### src/rtl/divider_pkg.sv
// ---------------------------------------------------------------------------
// divider_pkg
// Shared types and constants for the repeated-subtraction divider:
// default operand width, FSM state encoding and the result record that is
// also used by scoreboards.
// Revision: 1.0
// ---------------------------------------------------------------------------
`default_nettype none

package divider_pkg;

   localparam int DIV_WIDTH = 4;

   typedef enum logic [1:0] {
      IDLE = 2'd0,
      SUB  = 2'd1,
      DONE = 2'd2
   } div_state_e;

   typedef struct packed {
      logic [DIV_WIDTH-1:0] quotient;
      logic [DIV_WIDTH-1:0] remainder;
      logic                 div_by_zero;
   } div_result_t;

endpackage : divider_pkg

`default_nettype wire

### src/rtl/divider_step.sv
// ---------------------------------------------------------------------------
// divider_step
// Combinational datapath for one subtraction step: compares the running
// remainder against the divisor and prepares the next remainder/quotient.
// Revision: 1.0
// ---------------------------------------------------------------------------
`default_nettype none

module divider_step
   import divider_pkg::*;
#(
   parameter int WIDTH = DIV_WIDTH
) (
   input  logic [WIDTH-1:0] i_rem,
   input  logic [WIDTH-1:0] i_div,
   input  logic [WIDTH-1:0] i_quo,
   output logic             o_ge,
   output logic [WIDTH-1:0] o_rem_next,
   output logic [WIDTH-1:0] o_quo_next
);

   // The subtract result is only consumed when o_ge is set, so it never
   // underflows where it matters; the quotient never exceeds 2^WIDTH-1.
   assign o_ge       = (i_rem >= i_div);
   assign o_rem_next = i_rem - i_div;
   assign o_quo_next = i_quo + WIDTH'(1);

endmodule : divider_step

`default_nettype wire

### src/rtl/divider.sv
// ---------------------------------------------------------------------------
// divider
// Unsigned divider by repeated subtraction with a start/done handshake.
// One subtraction per clock; quotient/remainder/div_by_zero are registered
// and hold until the next accepted start or reset.
// Optional macro: DIVIDER_UNIT_SHORTCUT_EN -- a divisor of 1 completes on
// the first edge after acceptance instead of walking the subtract loop.
// Revision: 1.0
// ---------------------------------------------------------------------------
`default_nettype none

module divider
   import divider_pkg::*;
#(
   parameter int WIDTH = DIV_WIDTH
) (
   input  logic             clock,
   input  logic             reset,
   input  logic             start,
   input  logic [WIDTH-1:0] dividend,
   input  logic [WIDTH-1:0] divisor,
   output logic             busy,
   output logic             done,
   output logic [WIDTH-1:0] quotient,
   output logic [WIDTH-1:0] remainder,
   output logic             div_by_zero
);

   div_state_e       r_state;
   logic [WIDTH-1:0] r_div;
   logic [WIDTH-1:0] r_rem;
   logic [WIDTH-1:0] r_quo;

   logic             w_ge;
   logic [WIDTH-1:0] w_rem_next;
   logic [WIDTH-1:0] w_quo_next;

   divider_step #(
      .WIDTH (WIDTH)
   ) u_step (
      .i_rem      (r_rem),
      .i_div      (r_div),
      .i_quo      (r_quo),
      .o_ge       (w_ge),
      .o_rem_next (w_rem_next),
      .o_quo_next (w_quo_next)
   );

   // Control FSM and result registers. Divide-by-zero (and the optional
   // unit-divisor shortcut) resolve on the first edge in SUB, which makes
   // them complete one edge after acceptance just like a zero quotient.
   always_ff @(posedge clock or negedge reset) begin
      if (!reset) begin
         r_state     <= IDLE;
         r_div       <= '0;
         r_rem       <= '0;
         r_quo       <= '0;
         busy        <= 1'b0;
         done        <= 1'b0;
         quotient    <= '0;
         remainder   <= '0;
         div_by_zero <= 1'b0;
      end else begin
         case (r_state)
            IDLE: begin
               if (start) begin
                  r_div       <= divisor;
                  r_rem       <= dividend;
                  r_quo       <= '0;
                  busy        <= 1'b1;
                  div_by_zero <= 1'b0;
                  r_state     <= SUB;
               end
            end
            SUB: begin
               if (r_div == '0) begin
                  quotient    <= '1;
                  remainder   <= r_rem;
                  div_by_zero <= 1'b1;
                  done        <= 1'b1;
                  busy        <= 1'b0;
                  r_state     <= DONE;
`ifdef DIVIDER_UNIT_SHORTCUT_EN
               end else if (r_div == WIDTH'(1)) begin
                  quotient    <= r_rem;
                  remainder   <= '0;
                  done        <= 1'b1;
                  busy        <= 1'b0;
                  r_state     <= DONE;
`endif
               end else if (w_ge) begin
                  r_rem <= w_rem_next;
                  r_quo <= w_quo_next;
               end else begin
                  quotient  <= r_quo;
                  remainder <= r_rem;
                  done      <= 1'b1;
                  busy      <= 1'b0;
                  r_state   <= DONE;
               end
            end
            DONE: begin
               done    <= 1'b0;
               r_state <= IDLE;
            end
            default: begin
               r_state <= IDLE;
            end
         endcase
      end
   end

endmodule : divider

`default_nettype wire

### config.mk
export PLATFORM = sky130hd
export DESIGN_NAME = divider
export DESIGN_NICKNAME = d
export VERILOG_FILES = /design/src/rtl/divider_pkg.sv /design/src/rtl/divider_step.sv /design/src/rtl/divider.sv
export SDC_FILE = /design/constraint.sdc
export NUM_CORES = 1
export LEC_CHECK = 0
export CORE_MARGIN = 3
export CORE_UTILIZATION = 52
export CTS_CLUSTER_SIZE = 25
export DETAILED_ROUTE_END_ITERATION = 6
export PLACE_DENSITY_LB_ADDON = 0.3
export SLEW_MARGIN = 10
export SYNTH_ARGS = -nofsm -noshare
export SYNTH_HDL_FRONTEND = slang
export SYNTH_SLANG_ARGS = --single-unit
### constraint.sdc
create_clock -name clock -period 3.1 [get_ports clock]
set_input_delay 0.62 -clock clock [delete_from_list [all_inputs] [get_ports clock]]
set_output_delay 0.62 -clock clock [all_outputs]
set_load 0.02 [all_outputs]
==> results.env, run 1 <==
ACHIEVABLE_CLOCK_FREQUENCY_GHz=0.421
RD_PLACE_CONGESTION=0.806
TOTAL_CHIP_POWER_mW=1.81
P_LEAK_nW=0.709
CTS_BUFFER_DEPTH=2
FLOORPLAN.INITIALDENSITY=0.575
CTS.REPORTEDPATHS.CLKPINSLEW_NS=0.13
AREA.SEQUENTIAL_UM2=626
DIE_AREA_UM2=3240
GRT_FIRST_PASS_WIRELENGTH_UM=4370
TIMING.HOLD.WORST_ENDPOINT='quotient[1]$_DFFE_PN0P_'
CTS_HOLD_BUFFERS=0
FILL_CELLS=185
SYNTH_EDF_COUNT=0
DOMINANTREGCELLSYNTH='sky130_fd_sc_hd__dfrtp_1'
POWERDENSITY_nW_PER_UM2=1130
SYNTH.AVG_CELL_AREA_UM2=10.7
WORSTSETUPSTARTPOINT='r_div[0]$_DFFE_PN0P_'
FIN_SKEW_NS=0.00543
YS_TOP_CELLS_BY_COUNT='sky130_fd_sc_hd__dfrtp_1 (25), sky130_fd_sc_hd__nand2_1 (13), sky130_fd_sc_hd__a21oi_1 (9), sky130_fd_sc_hd__ha_1 (8), sky130_fd_sc_hd__inv_1 (8)'
MOST_AREA_HUNGRY_CELL_TYPE_IN_THE_YOSYS_NETLIST='sky130_fd_sc_hd__dfrtp_1'
FLOW.AREA_GROWTH_FROM_SYNTHESIS_PCT=18.8
ROUTE.DETAILED.DRC=0
R2R_START='r_div[0]$_DFFE_PN0P_'
YS_ASYNC_SR_FRACTION=1.00
COUNT_OF_VIAS_PLACED_BY_THE_DETAILED_ROUTER=981
MULTI_INPUT_AREA_UM2=663
POST-ROUTE-WORST-SETUP-SLACK_NS=0.727
RSZ0062_AT_GRT='no'
RELSLEWSLACK=0.578
SEQ_AREA_FRAC_SYNTH=0.465
CLOCKROOTBUFFER='sky130_fd_sc_hd__clkbuf_4'
PIN_COUNT=22
CORE.ROWCOUNT=17
MAX_CAP_CHECK_VIOLATION_COUNT=0
PORT-BUFFER-COUNT=21
MIN_PATH_CELLS=1
YOSYS-TOP-CELLS-AREA='sky130_fd_sc_hd__dfrtp_1 (46%), sky130_fd_sc_hd__ha_1 (7.4%), sky130_fd_sc_hd__mux2_4 (4.5%)'
R2R_SLACK_NS=0.73
CRITPATHARRIVALTIME_NS=2.59
POST_CTS.REPAIR.SETUP_BUFFERS=0
POST-ROUTE-PERIOD-UTIL=0.766
GRT_PASS1_VIAS=955
SYNTH.MOST_COMMON_CELL='sky130_fd_sc_hd__dfrtp_1'
DRTPASS1ITERATIONS=4
GRT_MAX_DEGREE=26
DIE-WIDTH_UM=56.9
PLACE_WORST_SETUP_SLACK_NS=0.740
GR-USAGE-ALL-LAYERS=0.172
DRT-TOTAL-WL_UM=2500
CP.REQUIRED_NS=3.31
FINALSETUPVIOLCOUNT=0
SYNTH.YOSYS.WARNINGS=0
PLACED_CELLS=172
SYNTH_FP_NETS=146
SETUP_TNS_NS=0
POST_CTS.RESIZED_INSTANCES=0
FINAL-INSTANCE-COUNT-EXCL-FILL=176
SYNTH_TOP_AREA_FRAC=0.465
SETUP.WORST_PATH.END_CLASS='flop'
CTSHTREEMAXLEVEL=1
CRITICAL_PATH_PEAK_FANOUT=3
FINAL_MAX_SLEW_VIOL_COUNT=0
NNETSFINAL=169
DETAIL_ROUTE.WL_PER_CELL_UM=14.2
CLOCK_SINKS=25
POST_DRT_VIA_CELL_RATIO=5.57
NETLIST_CELL_TYPES=34
WORSTREGTOREGCELLS=7
SYNTHESIZED_NETLIST_CELL_COUNT=126
NUMCTSBUFFERS=3
DPL.HPWL_UM=1970
DRT_ITER0_MARKERS=27
GLOBALROUTEOVERFLOWTOTAL=0
NUMBER_OF_ANTENNA_REPAIR_DIODES=0
FINAL.MIN_CLOCK_PERIOD_NS=2.37
RUN_STATUS='finished clean'
MIN-DELAY-START='quotient[1]$_DFFE_PN0P_'
DIE_H_UM=56.9
TIGHTEST_SLEW_NS=0.632
REPORT.FINAL.HOLD_VIOL_COUNT=0
CLOCK_INSERTION_DELAY_WORST_SKEW_NS=0.31
POSTLAYOUTCOREUTIL=0.683
CTS_TREE='yes'
PEAK_VDD_IR_mV=0.702
CELL_AREA_AFTER_SYNTHESIS_UM2=1350
WORST-SETUP-PATH-TYPE='flop to flop'
COREAREA_UM2=2340
ANTENNA_FOUND_INITIAL=0
LAYOUT-DRIVE-GT1-SHARE=0.142
POSTSYNTHREGISTERBITS=25
CRITICAL_PATH.STARTPOINT_TYPE='flop'
HOLD_PATH.CLASS='flop to flop'
ANTENNA_LEFT=0
REGTOREGENDPOINT='r_quo[3]$_DFFE_PN0P_'
-- kinds of logic after synthesis --
group	Yosys count	share of synthesized area
AND/OR/NAND/NOR	36	0.142
AO/OA/AOI/OAI	31	0.147
multiplexers	12	0.108
buffers and inverters	12	0.0427
flip-flops	25	0.465
XOR/XNOR	1	0.00651
adder cells (fa/ha/maj)	9	0.0892
-- cell type report --
cell class | count | share of cell area
Tap cell | 28 | 0.0219
Timing Repair Buffer | 22 | 0.136
Multi-Input combinational cell | 89 | 0.415
Clock buffer | 3 | 0.0141
Sequential cell | 25 | 0.391
Inverter | 8 | 0.0188
Clock inverter | 1 | 0.00313
-- flip-flops by register name (all words and copies together), names as in the netlist --
name / cells
r_div: 4
r_state: 2
remainder: 4
busy: 1
r_quo: 4
done: 1
r_rem: 4
quotient: 4
div_by_zero: 1
-- cell usage in the layout, fill, tap and decap left out, types with 2 or more instances in the layout --
cell,n
sky130_fd_sc_hd__clkdlybuf4s50_1,21
sky130_fd_sc_hd__nand2_1,13
sky130_fd_sc_hd__mux2i_1,4
sky130_fd_sc_hd__nor2b_1,4
sky130_fd_sc_hd__o22a_2,4
sky130_fd_sc_hd__clkbuf_4,3
sky130_fd_sc_hd__nor2_1,7
sky130_fd_sc_hd__o21ai_0,6
sky130_fd_sc_hd__or3_1,2
sky130_fd_sc_hd__mux2_2,4
sky130_fd_sc_hd__a21oi_1,9
sky130_fd_sc_hd__nand3_1,2
sky130_fd_sc_hd__o21a_1,2
sky130_fd_sc_hd__a31oi_1,2
sky130_fd_sc_hd__dfrtp_1,25
sky130_fd_sc_hd__inv_1,8
sky130_fd_sc_hd__mux2_4,4
sky130_fd_sc_hd__ha_1,8
sky130_fd_sc_hd__nand2b_1,2
sky130_fd_sc_hd__o21ai_1,4
-- worst max path at each step --
stage	to	slack (ns)	cells past startpoint
global placement	r_quo[3]$_DFFE_PN0P_	0.87	7
CTS	r_quo[3]$_DFFE_PN0P_	0.71	7
floorplan	r_quo[3]$_DFFE_PN0P_	0.93	7
global route	r_quo[3]$_DFFE_PN0P_	0.61	7
detailed placement	r_quo[3]$_DFFE_PN0P_	0.74	7
finish	r_quo[3]$_DFFE_PN0P_	0.73	7
-- metrics by stage --
stage          instance area (µm²)  hold slack (ns)
6_report                      1600            0.512
5_1_grt                       1600            0.538
4_1_cts                       1600            0.518
3_5_place_dp                  1570            0.486
3_3_place_gp                  1570            0.475
2_1_floorplan                 1350            0.324
-- report_power, final --
part | switching [mW] | total, mW | internal (mW)
Combinational | 0.569 | 1.08 | 0.516
Sequential | 0.114 | 0.582 | 0.468
Clock | 0.0942 | 0.142 | 0.0482
Total | 0.777 | 1.81 | 1.03
-- routing by layer --
layer / GRT usage / part of all wire
met1: 0.231 / 0.47
met2: 0.284 / 0.48
met3: 0.0299 / 0.039
met4: 0.0497 / 0.014
met5: 0 / 0
-- critical path: stages (launching register included) --
cell and delay, ns:
sky130_fd_sc_hd__dfrtp_1 0.44, sky130_fd_sc_hd__ha_1 0.24, sky130_fd_sc_hd__fa_1 0.40, sky130_fd_sc_hd__a21boi_0 0.16, sky130_fd_sc_hd__o21a_1 0.22, sky130_fd_sc_hd__or3_1 0.39
sky130_fd_sc_hd__mux2i_1 0.12, sky130_fd_sc_hd__nor4_1 0.30
No activity file was read; power rests on OpenSTA's default activity.
==> inputs of run 2 (changes only) <==
clock period = 2.3 ns   (was 3.1 ns; I/O delays follow)
==> run 2 against run 1 <==
Against the previous run:
- global-route usage increased by 0.57 points
- maximum frequency grew 8.4%
- core utilization up 1.8 points
- first-iteration DRC count decreased by 11%
- critical endpoint unchanged
==> results.env, run 2 (same netlist as run 1, synthesis figures left out) <==
ANTENNA_FOUND_INITIAL=0  # unchanged
CP.REQUIRED_NS=2.53  # -0.78 ns
CRITICAL_PATH_DEPTH=7  # unchanged
FINALSETUPVIOLCOUNT=0  # unchanged
NUMBER_OF_ANTENNA_REPAIR_DIODES=0  # unchanged
DETAIL_ROUTE.WL_PER_CELL_UM=14.8  # +4.2%
RSZ0062_AT_GRT='no'
SETUP.WORST_PATH.END_CLASS='flop'
LAYOUT.CELLS.MOST_COMMON_LIST='sky130_fd_sc_hd__dfrtp_1 (25), sky130_fd_sc_hd__clkdlybuf4s50_1 (21), sky130_fd_sc_hd__nand2_1 (13)'
DIE-WIDTH_UM=56.9  # unchanged
POST-ROUTE-PERIOD-UTIL=0.952  # +0.186
PEAK_VDD_IR_mV=0.882  # +26%
GLOBALROUTEOVERFLOWTOTAL=0  # unchanged
FINAL.MIN_CLOCK_PERIOD_NS=2.19  # -0.184 ns
DRT_ITER0_MARKERS=24  # -11%
POST_DRT_VIA_CELL_RATIO=5.66  # +1.6%
POWERDENSITY_nW_PER_UM2=1550  # +37%
CRIT_CHAIN='ha_2 -> fa_2 -> a21boi_0 -> o21a_1 -> or3_1 -> mux2i_1 -> nor4_1'
CTS_TREE='yes'
PORT-BUFFER-COUNT=21  # unchanged
R2R_SLACK_NS=0.11  # -0.62 ns
ROUTE.DETAILED.DRC=0  # unchanged
DRT-TOTAL-WL_UM=2660  # +6.6%
CLOCK_SINKS=25  # unchanged
CORE.ROWCOUNT=17  # unchanged
FLOORPLAN.INITIALDENSITY=0.575  # unchanged
GR-USAGE-ALL-LAYERS=0.178  # +0.00571
CRITICAL_PATH_PEAK_FANOUT=3  # unchanged
CTSHTREEMAXLEVEL=1  # unchanged
DRTPASS1ITERATIONS=4  # unchanged
FLOW.AREA_GROWTH_FROM_SYNTHESIS_PCT=21.9
HOLD_PATH.CLASS='input port to async pin'
ACHIEVABLE_CLOCK_FREQUENCY_GHz=0.457  # +8.4%
CRITICAL_PATH.N_BUFFERS_INVERTERS=0  # unchanged
CPLARGESTDELAYFAMILY='simple AND/OR/NAND/NOR gates'
DIE_AREA_UM2=3240  # unchanged
LAYOUT_COMMONEST_CELL='sky130_fd_sc_hd__dfrtp_1'
CRITPATHARRIVALTIME_NS=2.42  # -0.17 ns
FINAL-INSTANCE-COUNT-EXCL-FILL=180  # +2.3%
DIE_H_UM=56.9  # unchanged
NUMCTSBUFFERS=3  # unchanged
RELSLEWSLACK=0.648  # +0.0698
CLOCKROOTBUFFER='sky130_fd_sc_hd__clkbuf_4'
TOTAL_CHIP_POWER_mW=2.55  # +41%
GRT_MAX_DEGREE=26  # unchanged
RD_PLACE_CONGESTION=0.855  # +6.1%
CTS_BUFFER_DEPTH=2  # unchanged
MAX_CAP_CHECK_VIOLATION_COUNT=0  # unchanged
LAYOUT-DRIVE-GT1-SHARE=0.178  # +0.0357
TIGHTEST_SLEW_NS=0.528  # -0.105 ns
DPL.HPWL_UM=1950  # -1.2%
CTS.REPORTEDPATHS.CLKPINSLEW_NS=0.14  # about the same
GRT_PASS1_VIAS=997  # +4.4%
CRITICAL-PATH-MAX-STAGE-DELAY_NS=0.41  # -0.03 ns
RUN_STATUS='finished clean'
TIMING.CRITICAL_PATH.SLOWEST_STAGE_CELL='sky130_fd_sc_hd__dfrtp_1'
PLACED_CELLS=174  # +1.2%
REPORT.FINAL.HOLD_VIOL_COUNT=0  # unchanged
WORST-SETUP-PATH-TYPE='flop to flop'
REGTOREGENDPOINT='r_quo[3]$_DFFE_PN0P_'
ANTENNA_LEFT=0  # unchanged
FINAL_MAX_SLEW_VIOL_COUNT=0  # unchanged
FIN_SKEW_NS=0.00587  # +0.000438 ns
GRT_FIRST_PASS_WIRELENGTH_UM=4510  # +3.2%
COUNT_OF_VIAS_PLACED_BY_THE_DETAILED_ROUTER=1019  # +3.9%
PIN_COUNT=22  # unchanged
COREAREA_UM2=2340  # unchanged
CLOCK_INSERTION_DELAY_WORST_SKEW_NS=0.33  # +0.02 ns
WORSTREGTOREGCELLS=7  # unchanged
P_LEAK_nW=0.724  # +2.1%
R2R_START='r_div[0]$_DFFE_PN0P_'
NNETSFINAL=173  # +2.4%
CRITICAL_PATH.STARTPOINT_TYPE='flop'
## run 2: changes by cell type in the layout (fill, tap and decap cells not counted)
cell,change
sky130_fd_sc_hd__buf_4,+4
sky130_fd_sc_hd__clkinv_2,-1
sky130_fd_sc_hd__clkinvlp_4,+1
sky130_fd_sc_hd__fa_1,-1
sky130_fd_sc_hd__fa_2,+1
sky130_fd_sc_hd__ha_1,-1
sky130_fd_sc_hd__ha_2,+1
sky130_fd_sc_hd__nor2b_2,-1
sky130_fd_sc_hd__nor2b_4,+1
## run 2: layout make-up
cell class                 count  area [µm²]
clock buffer                   3        22.5
clock inverter                 1        7.51
fill                         185         698
inverter                       8        30.0
multi-input combinational     89         673
sequential                    25         626
tap                           28        35.0
timing repair buffer          26         248
## run 2: how the worst max path moves through the flow
stage / end / slack, ns / start
2_1_floorplan: r_quo[3]$_DFFE_PN0P_ / 0.13 / r_div[0]$_DFFE_PN0P_
3_3_place_gp: r_quo[3]$_DFFE_PN0P_ / 0.12 / r_rem[0]$_DFFE_PN0P_
3_5_place_dp: r_quo[3]$_DFFE_PN0P_ / -0.03 / r_rem[0]$_DFFE_PN0P_
4_1_cts: remainder[0]$_DFFE_PN0P_ / 0.03 / r_rem[0]$_DFFE_PN0P_
5_1_grt: r_quo[3]$_DFFE_PN0P_ / 0.02 / r_div[0]$_DFFE_PN0P_
6_report: r_quo[3]$_DFFE_PN0P_ / 0.11 / r_div[0]$_DFFE_PN0P_
## run 2: worst reg2reg max path, stage by stage, from the launching register on
cell,delay (ns)
sky130_fd_sc_hd__dfrtp_1,0.41
sky130_fd_sc_hd__ha_2,0.20
sky130_fd_sc_hd__fa_2,0.35
sky130_fd_sc_hd__a21boi_0,0.15
sky130_fd_sc_hd__o21a_1,0.24
sky130_fd_sc_hd__or3_1,0.34
sky130_fd_sc_hd__mux2i_1,0.13
sky130_fd_sc_hd__nor4_1,0.28
## run 2: timing repair
| item | CTS | global route |
|---|---|---|
| endpoints found under the hold margin | 0 | 0 |
| gates resized for setup | 0 | 3 |
| endpoints found under the setup margin | 2 | 5 |
| hold buffers | 0 | 0 |
| buffers inserted | 1 | 1 |
| pin swaps | 1 | 3 |
## run 2: power breakdown
group          switching (mW)  internal (mW)  leakage, nW
clock                   0.139         0.0666       0.0139
combinational           0.809          0.755        0.408
sequential              0.150          0.631        0.302
total                    1.10           1.45        0.724
## run 2: metrics by stage
step           hold slack, ns  instance area [µm²]   util  setup WS, ns  setup TNS (ns)
2_1_floorplan           0.164                 1350      -         0.128               0
3_3_place_gp            0.477                 1590  0.678         0.116               0
3_5_place_dp            0.482                 1590  0.678       -0.0291         -0.0291
4_1_cts                 0.482                 1620  0.694        0.0301               0
5_1_grt                 0.517                 1640  0.702        0.0236               0
6_report                0.480                 1640  0.702         0.111               0
## run 2: routing by layer
metal | routed length, µm | global-route usage | part of all wire | vias to the layer above
li1 | - | - | - | 490
met1 | 1260 | 0.241 | 0.48 | 505
met2 | 1280 | 0.277 | 0.48 | 20
met3 | 87 | 0.0391 | 0.033 | 4
met4 | 27 | 0.0662 | 0.010 | 0
met5 | 0 | 0 | 0 | -
==> inputs of run 3 (changes only) <==
clock period = 2.45 ns   (was 2.3 ns; I/O delays follow)
==> run 3 against run 2 <==
Against the previous run:
- hold slack improved by 0.034 ns
- setup slack gained 0.085 ns
- first-iteration DRC count is 17% higher
- core utilization fell by 0.64 points
- clock-buffer cell count did not move
- routed wire length is 0.15% lower
- clock skew is 0.0011 ns higher
- sequential cell count unchanged
- register-to-register slack gained 0.08 ns
- power fell by 7.4%
- via count fell by 2.3%
- critical path type unchanged
- critical endpoint is now remainder[2]$_DFFE_PN0P_
==> results.env, run 3 (same netlist as run 1, synthesis figures left out) <==
R2R_START='r_div[1]$_DFFE_PN0P_'
CRITICAL-PATH-MAX-STAGE-DELAY_NS=0.51  # +0.10 ns
FINAL.MIN_CLOCK_PERIOD_NS=2.25  # +0.0650 ns
CTSHTREEMAXLEVEL=1  # unchanged
CLOCKROOTBUFFER='sky130_fd_sc_hd__clkbuf_4'
PORT-BUFFER-COUNT=21  # unchanged
GRT_PASS1_VIAS=943  # -5.4%
POST-ROUTE-WORST-SETUP-SLACK_NS=0.196  # +0.0850 ns
CRITICAL_PATH.STARTPOINT_TYPE='flop'
WORST-SETUP-PATH-TYPE='flop to flop'
POST_DRT_VIA_CELL_RATIO=5.56  # -1.7%
LAYOUT-DRIVE-GT1-SHARE=0.166  # -0.0121
POST-ROUTE-PERIOD-UTIL=0.920  # -0.0317
ANTENNA_LEFT=0  # unchanged
POWER.SWITCHING_mW=1.02  # -7.0%
CLOCK_INSERTION_DELAY_WORST_SKEW_NS=0.32  # about the same
PIN_COUNT=22  # unchanged
SETUP_TNS_NS=0  # unchanged
DRT-TOTAL-WL_UM=2660  # -0.15%
POWERDENSITY_nW_PER_UM2=1450  # -6.5%
DPL.HPWL_UM=1960  # +0.60%
PLACE_WORST_SETUP_SLACK_NS=0.121  # +0.150 ns
POWER.SHARE.CLOCK=0.080  # about the same
FIN_SKEW_NS=0.00695  # +0.00108 ns
RUN_STATUS='finished clean'
FLOW.AREA_GROWTH_FROM_SYNTHESIS_PCT=20.8
MAX_CAP_CHECK_VIOLATION_COUNT=0  # unchanged
POWER_FRAC_COMB=0.607  # -0.006
GRT_MAX_DEGREE=26  # unchanged
FINALSETUPVIOLCOUNT=0  # unchanged
ROUTE.DETAILED.DRC=0  # unchanged
SMALLEST_HOLD_SLACK_NS=0.514  # +0.0335 ns
LAYOUT.CELLS.MOST_COMMON_LIST='sky130_fd_sc_hd__dfrtp_1 (25), sky130_fd_sc_hd__clkdlybuf4s50_1 (21), sky130_fd_sc_hd__nand2_1 (13)'
CP.REQUIRED_NS=2.68  # +0.15 ns
NNETSFINAL=172  # -0.58%
HOLD_PATH.CLASS='input port to async pin'
CTS_TREE='yes'
POSTLAYOUTCOREUTIL=0.695  # -0.00642
CTS_HOLD_BUFFERS=0  # unchanged
CTS.REPORTEDPATHS.CLKPINSLEW_NS=0.14  # about the same
ACHIEVABLE_CLOCK_FREQUENCY_GHz=0.444  # -2.9%
FILL_CELLS=167  # -9.7%
RD_PLACE_CONGESTION=0.814  # -4.8%
R2R_SLACK_NS=0.20  # +0.08 ns
RELSLEWSLACK=0.684  # +0.0359
TIGHTEST_SLEW_NS=0.474  # -0.0539 ns
CRITPATHARRIVALTIME_NS=2.48  # +0.06 ns
COREAREA_UM2=2340  # unchanged
GRT_FIRST_PASS_WIRELENGTH_UM=4400  # -2.3%
LAYOUT_COMMONEST_CELL='sky130_fd_sc_hd__dfrtp_1'
DIE_AREA_UM2=3240  # unchanged
FINAL_MAX_SLEW_VIOL_COUNT=0  # unchanged
SWITCHING_SHARE=0.432  # +0.00152
DIE-WIDTH_UM=56.9  # unchanged
NUMBER_OF_ANTENNA_REPAIR_DIODES=0  # unchanged
WORSTREGTOREGCELLS=7  # unchanged
PEAK_VDD_IR_mV=0.971  # +10%
CRIT_CHAIN='inv_1 -> ha_1 -> a21boi_0 -> o21a_1 -> nor2_2 -> nor2b_2 -> mux2_4'
GLOBALROUTEOVERFLOWTOTAL=0  # unchanged
CRITICAL_PATH_PEAK_FANOUT=8  # +5
DETAIL_ROUTE.WL_PER_CELL_UM=14.8  # +0.41%
GR-USAGE-ALL-LAYERS=0.172  # -0.00645
NUMCTSBUFFERS=3  # unchanged
DRT_ITER0_MARKERS=28  # +17%
CTS_BUFFER_DEPTH=2  # unchanged
DIE_H_UM=56.9  # unchanged
P_LEAK_nW=0.719  # -0.71%
SETUP.WORST_PATH.END_CLASS='flop'
CELL_INTERNAL_PWR_mW=1.34  # -7.6%
CLOCK_SINKS=25  # unchanged
REPORT.FINAL.HOLD_VIOL_COUNT=0  # unchanged
REGTOREGENDPOINT='remainder[2]$_DFFE_PN0P_'
RSZ0062_AT_GRT='no'
CORE.ROWCOUNT=17  # unchanged
DRTPASS1ITERATIONS=4  # unchanged
WORSTSETUPSTARTPOINT='r_div[1]$_DFFE_PN0P_'
FLOORPLAN.INITIALDENSITY=0.575  # unchanged
ANTENNA_FOUND_INITIAL=0  # unchanged
SHARE_SEQ_OF_TOTAL_POWER=0.314  # +0.008
COUNT_OF_VIAS_PLACED_BY_THE_DETAILED_ROUTER=996  # -2.3%
TIMING.CRITICAL_PATH.SLOWEST_STAGE_CELL='sky130_fd_sc_hd__dfrtp_1'
-- run 3: cell count changes in the layout (fill, tap and decap cells not counted), sizes merged --
| cell | before | now |
|---|---|---|
| buf | 5 | 4 |
-- run 3: how the worst max path moves through the flow --
stage and to:
6_report remainder[2]$_DFFE_PN0P_, 2_1_floorplan r_quo[3]$_DFFE_PN0P_, 3_5_place_dp r_quo[3]$_DFFE_PN0P_, 5_1_grt r_quo[3]$_DFFE_PN0P_, 3_3_place_gp r_quo[3]$_DFFE_PN0P_, 4_1_cts r_quo[3]$_DFFE_PN0P_
-- run 3: worst max-delay path: cells and delay by family, from the launching register on --
family          cells  cell delay (ns)
fa+ha+maj           1             0.31
buf+inv             1             0.09
flops               1             0.51
mux                 1             0.34
compound gates      2             0.41
simple gates        2             0.49
-- run 3: stage by stage --
stage	instance area, µm²	cells	power, mW
2_1_floorplan	1350	126	1.78
3_3_place_gp	1580	173	2.07
3_5_place_dp	1580	173	2.15
6_report	1630	179	2.36
4_1_cts	1610	177	2.34
5_1_grt	1630	179	2.55
-- run 3: area by class of cell --
class | instances | area (µm²) | share of cell area
Clock inverter | 1 | 7.51 | 0.00462
Clock buffer | 3 | 22.5 | 0.0138
Timing Repair Buffer | 25 | 240 | 0.148
Sequential cell | 25 | 626 | 0.385
Multi-Input combinational cell | 89 | 666 | 0.409
Tap cell | 28 | 35.0 | 0.0215
Inverter | 8 | 30.0 | 0.0185
-- run 3: timing repair --
action	CTS	global route
hold endpoints to repair	0	0
setup buffers	0	2
resized for setup	0	1
endpoints found under the setup margin	0	1
-- run 3: per-layer routing --
metal  vias up  GRT usage  part of all wire  wire length, µm
met5         -          0                 0                0
met1       475      0.237              0.45             1190
met2        34      0.279              0.49             1310
met3         2     0.0368             0.054              143
li1        485          -                 -                -
met4         0     0.0298            0.0053               14
-- run 3: power groups by stage --
stage	registers (mW)	logic, mW	clock network (mW)
3_3_place_gp	0.738	1.33	0
4_1_cts	0.749	1.40	0.196
2_1_floorplan	0.814	0.964	0
6_report	0.741	1.43	0.188
3_5_place_dp	0.758	1.39	0
5_1_grt	0.764	1.57	0.212
